**src/rtl/tmds_pkg.sv**
```systemverilog
// Shared constants for the TMDS receive path: symbol width, control tokens, FSM states.
package tmds_pkg;

    localparam int TMDS_W = 10;

    localparam logic [TMDS_W-1:0] CTRL_00 = 10'b1101010100;
    localparam logic [TMDS_W-1:0] CTRL_01 = 10'b0010101011;
    localparam logic [TMDS_W-1:0] CTRL_10 = 10'b0101010100;
    localparam logic [TMDS_W-1:0] CTRL_11 = 10'b1010101011;

    localparam logic [0:0] ST_SEARCH = 1'b0;
    localparam logic [0:0] ST_LOCKED = 1'b1;

endpackage

```
**src/rtl/tmds_symbol_decode.sv**
```systemverilog
// Combinational TMDS symbol decoder: control-token detect plus 8b data recovery.
module tmds_symbol_decode
    import tmds_pkg::*;
(
    input  logic [TMDS_W-1:0] cand,
    output logic              is_ctrl,
    output logic [1:0]        cd,
    output logic [7:0]        d
);

    logic [7:0] q;

    assign q = cand[9] ? ~cand[7:0] : cand[7:0];

    always_comb begin
        is_ctrl = 1'b1;
        cd      = 2'b00;
        case (cand)
            CTRL_00: cd = 2'b00;
            CTRL_01: cd = 2'b01;
            CTRL_10: cd = 2'b10;
            CTRL_11: cd = 2'b11;
            default: is_ctrl = 1'b0;
        endcase
    end

    // cand[8] tells whether the transmitter used the XOR or XNOR chain
    always_comb begin
        d    = 8'h00;
        d[0] = q[0];
        for (int i = 1; i < 8; i++)
            d[i] = cand[8] ? (q[i] ^ q[i-1]) : ~(q[i] ^ q[i-1]);
    end

endmodule

```
**src/rtl/tmds_channel_decoder.sv**
```systemverilog
// One TMDS channel receiver: hunts word alignment via control tokens, then decodes
// each aligned symbol into video data or control data.
module tmds_channel_decoder
    import tmds_pkg::*;
#(
    parameter int LOCK_RUN      = 16,
    parameter int SEARCH_WINDOW = 1024,
    parameter int CNT_W         = 11
) (
    input  logic              clk_pixel,
    input  logic              reset_n,
    input  logic [TMDS_W-1:0] raw_word,
    output logic [7:0]        vd,
    output logic [1:0]        cd,
    output logic              vde,
    output logic              locked,
    output logic [3:0]        phase,
    output logic              sym_err
);

    localparam int RUN_W = $clog2(LOCK_RUN + 1);

    logic [TMDS_W-1:0]   prev_word;
    logic [2*TMDS_W-1:0] cat;
    logic [TMDS_W-1:0]   cand;
    logic [0:0]          state;
    logic [CNT_W-1:0]    win_cnt;
    logic [RUN_W-1:0]    run_cnt;

    logic       is_ctrl;
    logic [1:0] tok_cd;
    logic [7:0] data;

    logic [3:0] phase_inc;
    logic       win_end;
    logic       lock_hit;
    logic       locked_nxt;

    // Phase 0 selects prev_word entirely; higher phases pull newer bits from raw_word
    assign cat  = {raw_word, prev_word};
    assign cand = cat[{1'b0, phase} +: TMDS_W];

    tmds_symbol_decode u_dec (
        .cand    (cand),
        .is_ctrl (is_ctrl),
        .cd      (tok_cd),
        .d       (data)
    );

    assign phase_inc = (phase == 4'd9) ? 4'd0 : phase + 4'd1;
    assign win_end   = (win_cnt == CNT_W'(SEARCH_WINDOW - 1));
    assign lock_hit  = is_ctrl && (run_cnt == RUN_W'(LOCK_RUN - 1));
    assign locked    = (state == ST_LOCKED);

    // Lock state after this edge; outputs follow it so they drop on the same cycle as locked
    assign locked_nxt = (state == ST_LOCKED) ? (is_ctrl || !win_end) : lock_hit;

    always_ff @(posedge clk_pixel or negedge reset_n) begin
        if (!reset_n) begin
            prev_word <= '0;
            state     <= ST_SEARCH;
            phase     <= 4'd0;
            win_cnt   <= '0;
            run_cnt   <= '0;
            sym_err   <= 1'b0;
        end else begin
            prev_word <= raw_word;
            sym_err   <= 1'b0;
            if (state == ST_SEARCH) begin
                if (lock_hit) begin
                    state   <= ST_LOCKED;
                    win_cnt <= '0;
                    run_cnt <= '0;
                end else if (win_end) begin
                    phase   <= phase_inc;
                    win_cnt <= '0;
                    run_cnt <= '0;
                end else begin
                    win_cnt <= win_cnt + 1'b1;
                    run_cnt <= is_ctrl ? run_cnt + 1'b1 : '0;
                end
            end else begin
                // win_cnt doubles as the token-starvation timer here
                if (is_ctrl) begin
                    win_cnt <= '0;
                end else if (win_end) begin
                    state   <= ST_SEARCH;
                    sym_err <= 1'b1;
                    phase   <= phase_inc;
                    win_cnt <= '0;
                    run_cnt <= '0;
                end else begin
                    win_cnt <= win_cnt + 1'b1;
                end
            end
        end
    end

    always_ff @(posedge clk_pixel or negedge reset_n) begin
        if (!reset_n) begin
            vd  <= 8'h00;
            cd  <= 2'b00;
            vde <= 1'b0;
        end else if (!locked_nxt) begin
            vd  <= 8'h00;
            cd  <= 2'b00;
            vde <= 1'b0;
        end else if (is_ctrl) begin
            cd  <= tok_cd;
            vde <= 1'b0;
        end else begin
            vd  <= data;
            vde <= 1'b1;
        end
    end

endmodule

```
**config.mk**
```make
export PLATFORM = sky130hd
export DESIGN_NAME = tmds_channel_decoder
export DESIGN_NICKNAME = d
export VERILOG_FILES = /design/src/rtl/tmds_pkg.sv /design/src/rtl/tmds_symbol_decode.sv /design/src/rtl/tmds_channel_decoder.sv
export SDC_FILE = /design/constraint.sdc
export NUM_CORES = 1
export LEC_CHECK = 0
export ABC_CLOCK_PERIOD_IN_PS = 4000
export CORE_MARGIN = 8
export CORE_UTILIZATION = 55
export CTS_CLUSTER_DIAMETER = 150
export DETAILED_ROUTE_END_ITERATION = 8
export PLACE_DENSITY = 0.79
export SYNTH_ARGS = -nofsm -noshare
export SYNTH_HDL_FRONTEND = slang
export SYNTH_HIERARCHICAL = 1
export SYNTH_SLANG_ARGS = --single-unit
```
**constraint.sdc**
```tcl
create_clock -name clk_pixel -period 4 [get_ports clk_pixel]
set_input_delay 0.4 -clock clk_pixel [delete_from_list [all_inputs] [get_ports clk_pixel]]
set_output_delay 0.4 -clock clk_pixel [all_outputs]
set_load 0.05 [all_outputs]
```
==> results of run 1 <==
[cell families (layout without fill, tap and decap cells)]
kind of cell | count (synthesis) | in the layout
AND/OR/NAND/NOR | 81 | 81
multiplexers | 29 | 29
buffers and inverters | 29 | 55
AO/OA/AOI/OAI | 41 | 41
flip-flops | 43 | 43
adder cells (fa/ha/maj) | 11 | 11
XOR/XNOR | 20 | 20
[cell usage after synthesis (all sizes together) (7+ instances only)]
cell | n | area share [%]
nand3 | 11 | 2.0
inv | 14 | 1.9
dfrtp | 43 | 38
ha | 11 | 4.9
xnor2 | 12 | 3.7
buf | 10 | 2.7
o21ai | 8 | 1.4
nand2 | 24 | 3.5
xor2 | 8 | 2.5
mux2 | 7 | 2.8
mux4 | 18 | 15
nand4 | 7 | 2.1
nor2 | 16 | 2.1
a22o | 11 | 3.4
[metrics by stage]
step,instances,setup slack [ns],cell area (um2),power [W]
3_5_place_dp,343,0.386,3140,0.000841
6_report,350,0.505,3220,0.00109
5_1_grt,350,0.235,3220,0.00116
3_3_place_gp,343,0.425,3140,0.000835
2_1_floorplan,254,0.634,2820,0.000753
4_1_cts,350,0.500,3220,0.00111
[worst max-delay path: cells and delay by family, from the launching register on]
kind,cells,cell delay [ns]
AO/OA/AOI/OAI,3,0.71
adder cells (fa/ha/maj),1,0.19
buffers and inverters,1,0.13
flip-flops,1,0.69
multiplexers,2,0.89
AND/OR/NAND/NOR,5,0.76
[power by group]
part           total [W]  internal, W  switching, W
logic           0.000272     0.000123      0.000148
clock network   0.000264     0.000119      0.000145
registers       0.000559     0.000490     0.0000686
[state kept, by name (all words and copies together), names as in the netlist]
signal,count
cd,2
locked,1
phase,4
prev_word,10
run_cnt,5
sym_err,1
vd,8
vde,1
win_cnt,11
[routing by layer]
metal	up-vias	GRT usage [%]	wire length, um
li1	994	-	-
met1	975	19.5	2520
met2	59	24.4	2580
met3	10	3.75	268
met4	0	5.00	74
met5	-	0	0
[final timing paths]
kind                            start          to  slack, ns  depth (start not counted)
min                           reset_n    phase[2]       0.24                          1
max in group asynchronous     reset_n       vd[1]       3.18                          1
min reg2reg                run_cnt[4]  run_cnt[4]       0.49                          2
min in group clk_pixel     run_cnt[4]  run_cnt[4]       0.49                          2
max reg2reg                  phase[2]  run_cnt[0]       0.51                         12
max                          phase[2]  run_cnt[0]       0.51                         12
[cell type report]
| class | count | share of cell area (%) |
|---|---|---|
| Clock buffer | 5 | 2.14 |
| Clock inverter | 2 | 0.427 |
| Inverter | 15 | 1.75 |
| Multi-Input combinational cell | 182 | 49.5 |
| Sequential cell | 43 | 33.4 |
| Tap cell | 70 | 2.72 |
| Timing Repair Buffer | 33 | 10.1 |
==> flow_summary.rst, run 1 <==
.. list-table::
   :header-rows: 1

   * - Metric
     - Value
   * - Count of routing violations after the opening detailed-route iteration
     - 109
   * - Parity-gate share of the synthesized area counting xor and xnor cells
     - 6.21%
   * - Crit. End Element
     - register
   * - Transition time of the tightest slew-check pin
     - 0.929 ns
   * - Minimum period implied by the final worst setup slack
     - 3.49 ns
   * - Share of the clock period used by the worst path
     - 87.4%
   * - Core ar.
     - 0.00504 mm2
   * - Number of top-level design ports
     - 29
   * - Synthesized-area fraction occupied by adder cells
     - 4.88%
   * - Global router's overall resource usage
     - 15.2%
   * - Prevailing post-synth register cell
     - sky130_fd_sc_hd__dfrtp_1
   * - H-tree level count
     - 2
   * - Vias/cell
     - 5.82
   * - Sequence of cells on the critical path
     - mux2_2, mux4_2, a222oi_1, inv_1, ha_1, nor2b_1, nand4_1, nand2_1, or2_2, o41a_1, nand2_1, o21ai_0
   * - Filler Cells Inserted
     - 398
   * - Maximum operating frequency
     - 286 MHz
   * - Antenna violations before repair
     - 0
   * - Final routed DRC violation total
     - 0
   * - Share of async-settable or async-resettable flops after synthesis
     - 100%
   * - Number of buffers inserted during clock tree synthesis
     - 5
   * - Max-cap viol count
     - 0
   * - Post-Synthesis Mean Instance Area
     - 11.1 um2
   * - Simple-gate share of the synthesized area
     - 16.1%
   * - Number of nets at the end of the flow
     - 303
   * - Die outline area
     - 0.00767 mm2
   * - Drt wl/cell
     - 15.5 um
   * - TritonCTS clock tree
     - done
   * - Number of max-slew violations in the final report
     - 0
   * - Post-synthesis cell area
     - 0.00282 mm2
   * - Wire length reported by the detailed router
     - 5440 um
   * - Kind of launch point of the worst setup path
     - register
   * - Largest buffer count on any clock path
     - 2
   * - Count of endpoints failing setup in the final report
     - 0
   * - Post-synthesis to final-layout area growth
     - 14.3%
   * - Fraction of final layout cells with drive strength greater than 1
     - 15.7%
   * - Clock sink total
     - 43
   * - Largest net degree at the start of global routing
     - 44
   * - Antenna diodes
     - 0
   * - Leading cell types in the layout, fill and taps excluded
     - sky130_fd_sc_hd__dfrtp_1, sky130_fd_sc_hd__clkdlybuf4s50_1, sky130_fd_sc_hd__nand2_1
   * - Setup Skew
     - 0.00791 ns
   * - Setup TNS
     - 0 ns
   * - CP Data Arrival Time
     - 3.67 ns
   * - Required time reported for the critical path endpoint
     - 4.18 ns
   * - Max transition margin
     - 38.1%
   * - Power density cells
     - 340 mW/mm2
   * - Detailed-router iteration count before antenna repair
     - 5
   * - Vias in the first global route
     - 1,916
   * - Instance count of the mapped netlist
     - 254
   * - Post-CTS clock slew at the launch and capture registers of the worst setup and hold paths
     - 0.08 ns
   * - Most common cell after layout, fill and taps aside
     - sky130_fd_sc_hd__dfrtp_1
   * - Share of the core filled with cells in the final layout
     - 63.9%
   * - Post-synthesis compound-gate area fraction
     - 10.7%
   * - Die Height
     - 87.6 um
   * - Slowest Stage Delay on Critical Path
     - 0.69 ns
   * - Critical Path Fanout Max
     - 16
   * - Cell type with the highest occurrence count on the critical path
     - sky130_fd_sc_hd__nand2_1
   * - Tightest hold margin
     - 0.244 ns
   * - Post-CTS setup buffers
     - 0
   * - Post-synth EDFFs
     - 0
   * - Detail Route Antenna Nets
     - 0
   * - Hold buffer count at CTS
     - 0
   * - Routability congestion estimate
     - 0.904
   * - Footprint of the multi-input gates
     - 0.00160 mm2
   * - Slowest cell on the critical path
     - sky130_fd_sc_hd__dfrtp_1
   * - Worst IR Drop VDD
     - 0.000218 V
   * - Starting utilization of the core area
     - 55.9%
   * - Category of the critical setup timing path
     - register to register
   * - Via Count
     - 2,038
   * - Hold Violations, Final
     - 0
   * - Dominant combinational cell family by area after synthesis
     - multiplexers
   * - Leakage power of the design
     - 1.36 nW
   * - Fraction of synthesized area in multiplexers
     - 18.7%
   * - Sequential cell area fraction in the yosys report
     - 38.2%
   * - Yosys cell types
     - 50
   * - Clock Tree Root
     - sky130_fd_sc_hd__clkbuf_8
   * - First-pass GRT wire length
     - 9110 um
   * - Number of warnings printed during yosys synthesis
     - 6
   * - HPWL reported at the end of detailed placement
     - 4110 um
   * - Horizontal extent of the die
     - 87.6 um
   * - Area occupied by registers
     - 0.00108 mm2
   * - # resized after CTS
     - 0
   * - Syn_nets
     - 277
   * - Global route total overflow
     - 0
   * - Insertion delay of the later-clocked pin in the worst-skew pair
     - 0.29 ns
   * - Number of input and output port buffers inserted
     - 28
   * - Placement Rows
     - 26
   * - Yosys reg bits
     - 43
   * - Setup repair after global routing missed its margin
     - false
   * - Status
     - finished, final reports clean
   * - Class of the tightest hold or removal check
     - input port to async pin
Power figures use the tool's default switching activity.
==> run 2, diff against run 1 <==
- CAP_MARGIN: unset -> 10
==> results of run 2 <==
The final DEF is identical to that of run 1; final timing and power are the same.
==> run 3, diff against run 2 <==
- HOLD_SLACK_MARGIN: unset -> 0.15
==> results of run 3 <==
The final DEF is identical to that of run 1; final timing and power are the same.
